$ cat src/rtl/ultra_wide_differencer.sv
// 128-bit first-difference pipeline: y = x - prev, as four 32-bit borrow-ripple slices.
// Optional borrow flag output enabled by defining ULTRA_WIDE_DIFFERENCER_BORROW_EN.
module ultra_wide_differencer (
  input  logic         clk,
  input  logic         rst,
  input  logic         pass,
  input  logic         clear,
  input  logic [127:0] x,
  output logic [127:0] y_r,
  output logic         y_vld_r
`ifdef ULTRA_WIDE_DIFFERENCER_BORROW_EN
  ,
  output logic         borrow_r
`endif
);

  logic [127:0] r_prev;
  logic [3:0]   r_valid;

  logic [31:0]  r_s0_d;
  logic         r_s0_c;
  logic [95:0]  r_s0_a;
  logic [95:0]  r_s0_b;

  logic [63:0]  r_s1_d;
  logic         r_s1_c;
  logic [63:0]  r_s1_a;
  logic [63:0]  r_s1_b;

  logic [95:0]  r_s2_d;
  logic         r_s2_c;
  logic [31:0]  r_s2_a;
  logic [31:0]  r_s2_b;

  logic [127:0] r_s3_d;

  // Subtraction is x + ~eff_prev + 1; clear forces eff_prev to zero.
  logic [127:0] w_nprev;
  logic [32:0]  w_s0;
  logic [32:0]  w_s1;
  logic [32:0]  w_s2;

  assign w_nprev = clear ? {128{1'b1}} : ~r_prev;
  assign w_s0    = {1'b0, x[31:0]} + {1'b0, w_nprev[31:0]} + 33'd1;
  assign w_s1    = {1'b0, r_s0_a[31:0]} + {1'b0, r_s0_b[31:0]} + {32'd0, r_s0_c};
  assign w_s2    = {1'b0, r_s1_a[31:0]} + {1'b0, r_s1_b[31:0]} + {32'd0, r_s1_c};

`ifdef ULTRA_WIDE_DIFFERENCER_BORROW_EN
  logic [32:0]  w_s3;
  logic         r_s3_bor;
  assign w_s3 = {1'b0, r_s2_a} + {1'b0, r_s2_b} + {32'd0, r_s2_c};
`else
  logic [31:0]  w_s3;
  assign w_s3 = r_s2_a + r_s2_b + {31'd0, r_s2_c};
`endif

  always_ff @(posedge clk) begin
    if (rst) begin
      r_prev  <= 128'd0;
      r_valid <= 4'd0;
    end else begin
      r_valid <= {r_valid[2:0], pass};
      if (pass) begin
        r_prev <= x;
      end else if (clear) begin
        r_prev <= 128'd0;
      end else begin
        r_prev <= r_prev;
      end
    end
  end

  // Each slice stage loads only when its incoming valid bit is set.
  always_ff @(posedge clk) begin
    if (rst) begin
      r_s0_d <= 32'd0;
      r_s0_c <= 1'b0;
      r_s0_a <= 96'd0;
      r_s0_b <= 96'd0;
      r_s1_d <= 64'd0;
      r_s1_c <= 1'b0;
      r_s1_a <= 64'd0;
      r_s1_b <= 64'd0;
      r_s2_d <= 96'd0;
      r_s2_c <= 1'b0;
      r_s2_a <= 32'd0;
      r_s2_b <= 32'd0;
    end else begin
      if (pass) begin
        r_s0_d <= w_s0[31:0];
        r_s0_c <= w_s0[32];
        r_s0_a <= x[127:32];
        r_s0_b <= w_nprev[127:32];
      end
      if (r_valid[0]) begin
        r_s1_d <= {w_s1[31:0], r_s0_d};
        r_s1_c <= w_s1[32];
        r_s1_a <= r_s0_a[95:32];
        r_s1_b <= r_s0_b[95:32];
      end
      if (r_valid[1]) begin
        r_s2_d <= {w_s2[31:0], r_s1_d};
        r_s2_c <= w_s2[32];
        r_s2_a <= r_s1_a[63:32];
        r_s2_b <= r_s1_b[63:32];
      end
    end
  end

  // Final slice, then a registered output stage that holds between results.
  always_ff @(posedge clk) begin
    if (rst) begin
      r_s3_d  <= 128'd0;
      y_r     <= 128'd0;
      y_vld_r <= 1'b0;
`ifdef ULTRA_WIDE_DIFFERENCER_BORROW_EN
      r_s3_bor <= 1'b0;
      borrow_r <= 1'b0;
`endif
    end else begin
      y_vld_r <= r_valid[3];
      if (r_valid[2]) begin
        r_s3_d <= {w_s3[31:0], r_s2_d};
`ifdef ULTRA_WIDE_DIFFERENCER_BORROW_EN
        r_s3_bor <= ~w_s3[32];
`endif
      end
      if (r_valid[3]) begin
        y_r <= r_s3_d;
`ifdef ULTRA_WIDE_DIFFERENCER_BORROW_EN
        borrow_r <= r_s3_bor;
`endif
      end
    end
  end

endmodule
$ cat config.mk
export PLATFORM = sky130hd
export DESIGN_NAME = ultra_wide_differencer
export DESIGN_NICKNAME = d
export VERILOG_FILES = /design/src/rtl/ultra_wide_differencer.sv
export SDC_FILE = /design/constraint.sdc
export NUM_CORES = 2
export LEC_CHECK = 0
export ABC_AREA = 0
export CELL_PAD_IN_SITES_DETAIL_PLACEMENT = 1
export CELL_PAD_IN_SITES_GLOBAL_PLACEMENT = 1
export CORE_ASPECT_RATIO = 0.75
export CORE_UTILIZATION = 46
export DETAILED_ROUTE_END_ITERATION = 8
export HOLD_SLACK_MARGIN = 0.12
export PLACE_DENSITY_LB_ADDON = 0.1
export SETUP_SLACK_MARGIN = 0.3
export SKIP_LAST_GASP = 1
export SYNTH_ARGS = -nofsm -noshare
export SYNTH_HDL_FRONTEND = slang
export SYNTH_SLANG_ARGS = --single-unit
$ cat constraint.sdc
create_clock -name clk -period 4.8 [get_ports clk]
set_input_delay 0.96 -clock clk [delete_from_list [all_inputs] [get_ports clk]]
set_output_delay 0.96 -clock clk [all_outputs]
set_load 0.01 [all_outputs]
==> metrics <==
status finished, violations left; failing checks DRC; switching power total 0.00426 W; Hold WC Path Type reg2reg; Post-Route M1 WL 50700 microns; Seq. cell area 19400 sq um; number of global-route vias before repair 30400; Starting Density 46.4%; Post-Syn Nets 4414; antenna-violating nets left 0; final worst-path cycle share 77.4%; first-pass GRT wire length 165000 microns; Flop pwr share 48.0%; Fill cells 9474; count of different cell masters after synthesis 79; crit start category primary input; Core ar. 85900 sq um; Setup WS pre-CTS 0.413 ns; first drt pass iteration count 7; GRT Util Overall 22.9%; most frequent cells in the layout 964 x dfxtp_1, 905 x nor2_1, 693 x mux2i_1, 257 x clkdlybuf4s50_1, 207 x nand2_1; Die Ht 257 microns; Slew HR 20.5%; Worst R2R Start r_s1_c; Vias 29500; num rows 93; Primary FF master, synth dfxtp_1; post-route insts no fill 5487; layout net count 4530; final setup fails 0; pin count of the biggest net entering global routing 224; critical path's slowest cell clkdlybuf4s50_1; met2 WL post-DR 46100 microns; most common cell after layout, fill and taps aside dfxtp_1; Critical R2R Capture r_s2_d[88]; worst-margin pin slew 1.19 ns; clock root buffer clkbuf_16; DR WL met3 2890 microns; Pins Over Slew Limit 0; final worst slack 1.09 ns; GR Overflow Total 0; R2R cell count 11; Leak Pwr 18.2 nW; RSZ-0062 raised after global routing no; Hold Crit Start r_s3_d[127]; Peak Freq 269 MHz; H-tree levels 3; worst hold margin 0.472 ns; Post-synth EDFFs 0; CTS Buffer Depth 3; CP required 5.36 ns; crit path kind in2reg; Crit path max-delay family compound AO/OA/AOI/OAI gates; fraction of registers with async set/reset 0%; TNS Setup 0 ns; CP cell instances clkdlybuf4s50_1 > inv_1 > ha_1 > fa_1 > nor2b_1 > o21ai_0 > a211oi_1 > buf_4 > o21bai_1 > a211oi_1 > o21ai_1 > o21ai_0 > mux2_2 > a31o_2; yosys warns 0; crit-path max FO 4; Mapped Area 39900 sq um; CP Data Arrival Time 4.27 ns; Multi-input gate area 19300 sq um; drt wl/cell 18.5 microns; Inst Count DP 5309; worst vdd ir 401 uV; Comb pwr share 8.2%; PwrDens 380 nW/um^2; CP max stage delay 0.49 ns; Skew-Pair Late Insertion Delay 0.67 ns; Gate Count Post-Synth 4151; initial detailed-routing violation count 1313; CTS Sinks 968; hold path endpoint r_s3_d[127]; Final Critical Period 3.71 ns; DR top layer met5; I/O Buffers 260; Hold Fails Final Rpt 0; Cell Int Power 0.0134 W; full die area 87800 sq um; post-CTS setup buffer count 0; Clk pwr share 43.8%; max_cap viols 0; clk slew on worst S/H paths 0.07 ns; #FFs+latches synth 968; reg2reg setup slack 1.20 ns; die width 342 microns; vias per inst 5.38; area grow syn2layout 16.6%; ratio of cells with drive above 1 in the final layout 5.06%; Net Sw Frac 24.1%; Buf+Inv Stages, Crit Path 3; DRT Wirelength 102000 microns; post-CTS sizing 0; residual DRC count 60; Ports 261; Post-DP HPWL 65500 microns; clk_skew 0.0207 ns; CTS tree built; Critical Path Sink Type flop; Mapped Avg Cell Area 9.60 sq um; cts hold-fix bufs 0; TritonCTS buffer count 96; antenna violations before repair 3; post-synthesis sequential area ratio 48.6%; GP Congestion 0.838; depth of the worst hold-timing path 2
cell families (layout without fill, tap and decap cells):
group,count (synthesis),count (layout),share of synthesized area [%]
AND/OR/NAND/NOR,1315,1315,13.6
flip-flops,968,968,48.6
multiplexers,695,695,17.5
AO/OA/AOI/OAI,635,635,11.1
buffers and inverters,310,503,2.93
adder cells (fa/ha/maj),131,131,4.24
XOR/XNOR,97,97,2.13
other,0,3,0
cell usage after synthesis (3+ instances only):
cell | number | area [sq um]
ha_1 | 124 | 1550
a21o_1 | 59 | 443
a31oi_1 | 20 | 125
xor2_1 | 38 | 333
nand2_1 | 207 | 777
or3_1 | 7 | 43.8
o22ai_1 | 107 | 669
o311ai_1 | 4 | 35.0
a21boi_0 | 4 | 30.0
a211oi_1 | 21 | 158
a32oi_1 | 3 | 26.3
o21bai_1 | 17 | 128
nor2b_1 | 19 | 119
and2_1 | 12 | 75.1
o211ai_1 | 7 | 52.6
nor2_1 | 906 | 3400
mux2i_1 | 693 | 6940
o21ai_1 | 8 | 40.0
nand4_1 | 27 | 169
a21oi_1 | 118 | 591
o2111ai_1 | 3 | 26.3
buf_2 | 3 | 15.0
a311oi_1 | 4 | 35.0
a41oi_1 | 4 | 35.0
clkbuf_1 | 214 | 803
nand3_1 | 33 | 165
o31a_1 | 3 | 26.3
o21a_1 | 42 | 315
dfxtp_1 | 968 | 19400
nor3_1 | 23 | 115
inv_1 | 35 | 131
fa_1 | 7 | 140
a211oi_2 | 4 | 50.1
nand2b_1 | 42 | 263
a22o_1 | 98 | 858
and3_1 | 19 | 119
xnor2_1 | 59 | 517
o21ai_0 | 66 | 330
a31o_2 | 6 | 52.6
and4_1 | 4 | 35.0
buf_1 | 56 | 210
layout make-up:
type | instances | share of cell area, %
Clock buffer | 138 | 6.01
Sequential cell | 968 | 41.7
Timing Repair Buffer | 291 | 6.33
Antenna cell | 3 | 0.0162
Clock inverter | 37 | 0.959
Tap cell | 1140 | 3.07
Inverter | 37 | 0.299
Multi-Input combinational cell | 2873 | 41.6
worst max-delay path by stage:
stage               startpoint    endpoint  slack (ns)  cells past startpoint
finish                    x[0]  r_s0_d[26]        1.09                     14
floorplan                clear  r_s0_d[26]        0.81                     14
detailed placement        x[0]  r_s0_d[26]        0.41                     14
CTS                       x[0]  r_s0_d[26]        1.14                     14
global route              x[0]  r_s0_d[26]        0.85                     14
global placement          x[0]  r_s0_d[26]        0.44                     14
layer usage:
metal / GRT usage (%) / vias up
li1: - / 14600
met1: 32.3 / 14400
met2: 36.9 / 308
met3: 2.91 / 131
met4: 5.90 / 2
met5: 0 / -
stage by stage:
step	util [%]	area, sq um	total power (W)
after floorplan	-	39900	0.00963
after global placement	50.3	43200	0.0101
after detailed placement	50.3	43200	0.0101
after CTS	54.1	46500	0.0179
after global routing	54.1	46500	0.0184
final	54.1	46500	0.0177
power by group through the flow:
| stage | Clock, W | Sequential [W] | Combinational [W] |
|---|---|---|---|
| 6_report | 0.00773 | 0.00849 | 0.00145 |
| 5_1_grt | 0.00826 | 0.00851 | 0.00161 |
| 4_1_cts | 0.00793 | 0.00849 | 0.00146 |
| 3_5_place_dp | 0 | 0.00866 | 0.00145 |
| 3_3_place_gp | 0 | 0.00866 | 0.00142 |
| 2_1_floorplan | 0 | 0.00858 | 0.00105 |
state kept, by name, summed over array words and instances (netlist names), 4 cells and up:
signal   flops
r_s0_a      96
r_s1_b      64
r_s3_d     128
r_s2_b      32
r_s1_d      64
r_valid      4
r_s2_a      32
r_prev     128
r_s0_d      32
r_s2_d      96
r_s0_b      96
r_s1_a      64
y_r        128
worst min-delay path, cell delays in order (launching register included):
cell and delay, ns:
dfxtp_1 0.33, nand2_1 0.05, o21ai_0 0.06
(Power assumes the default switching activity.)
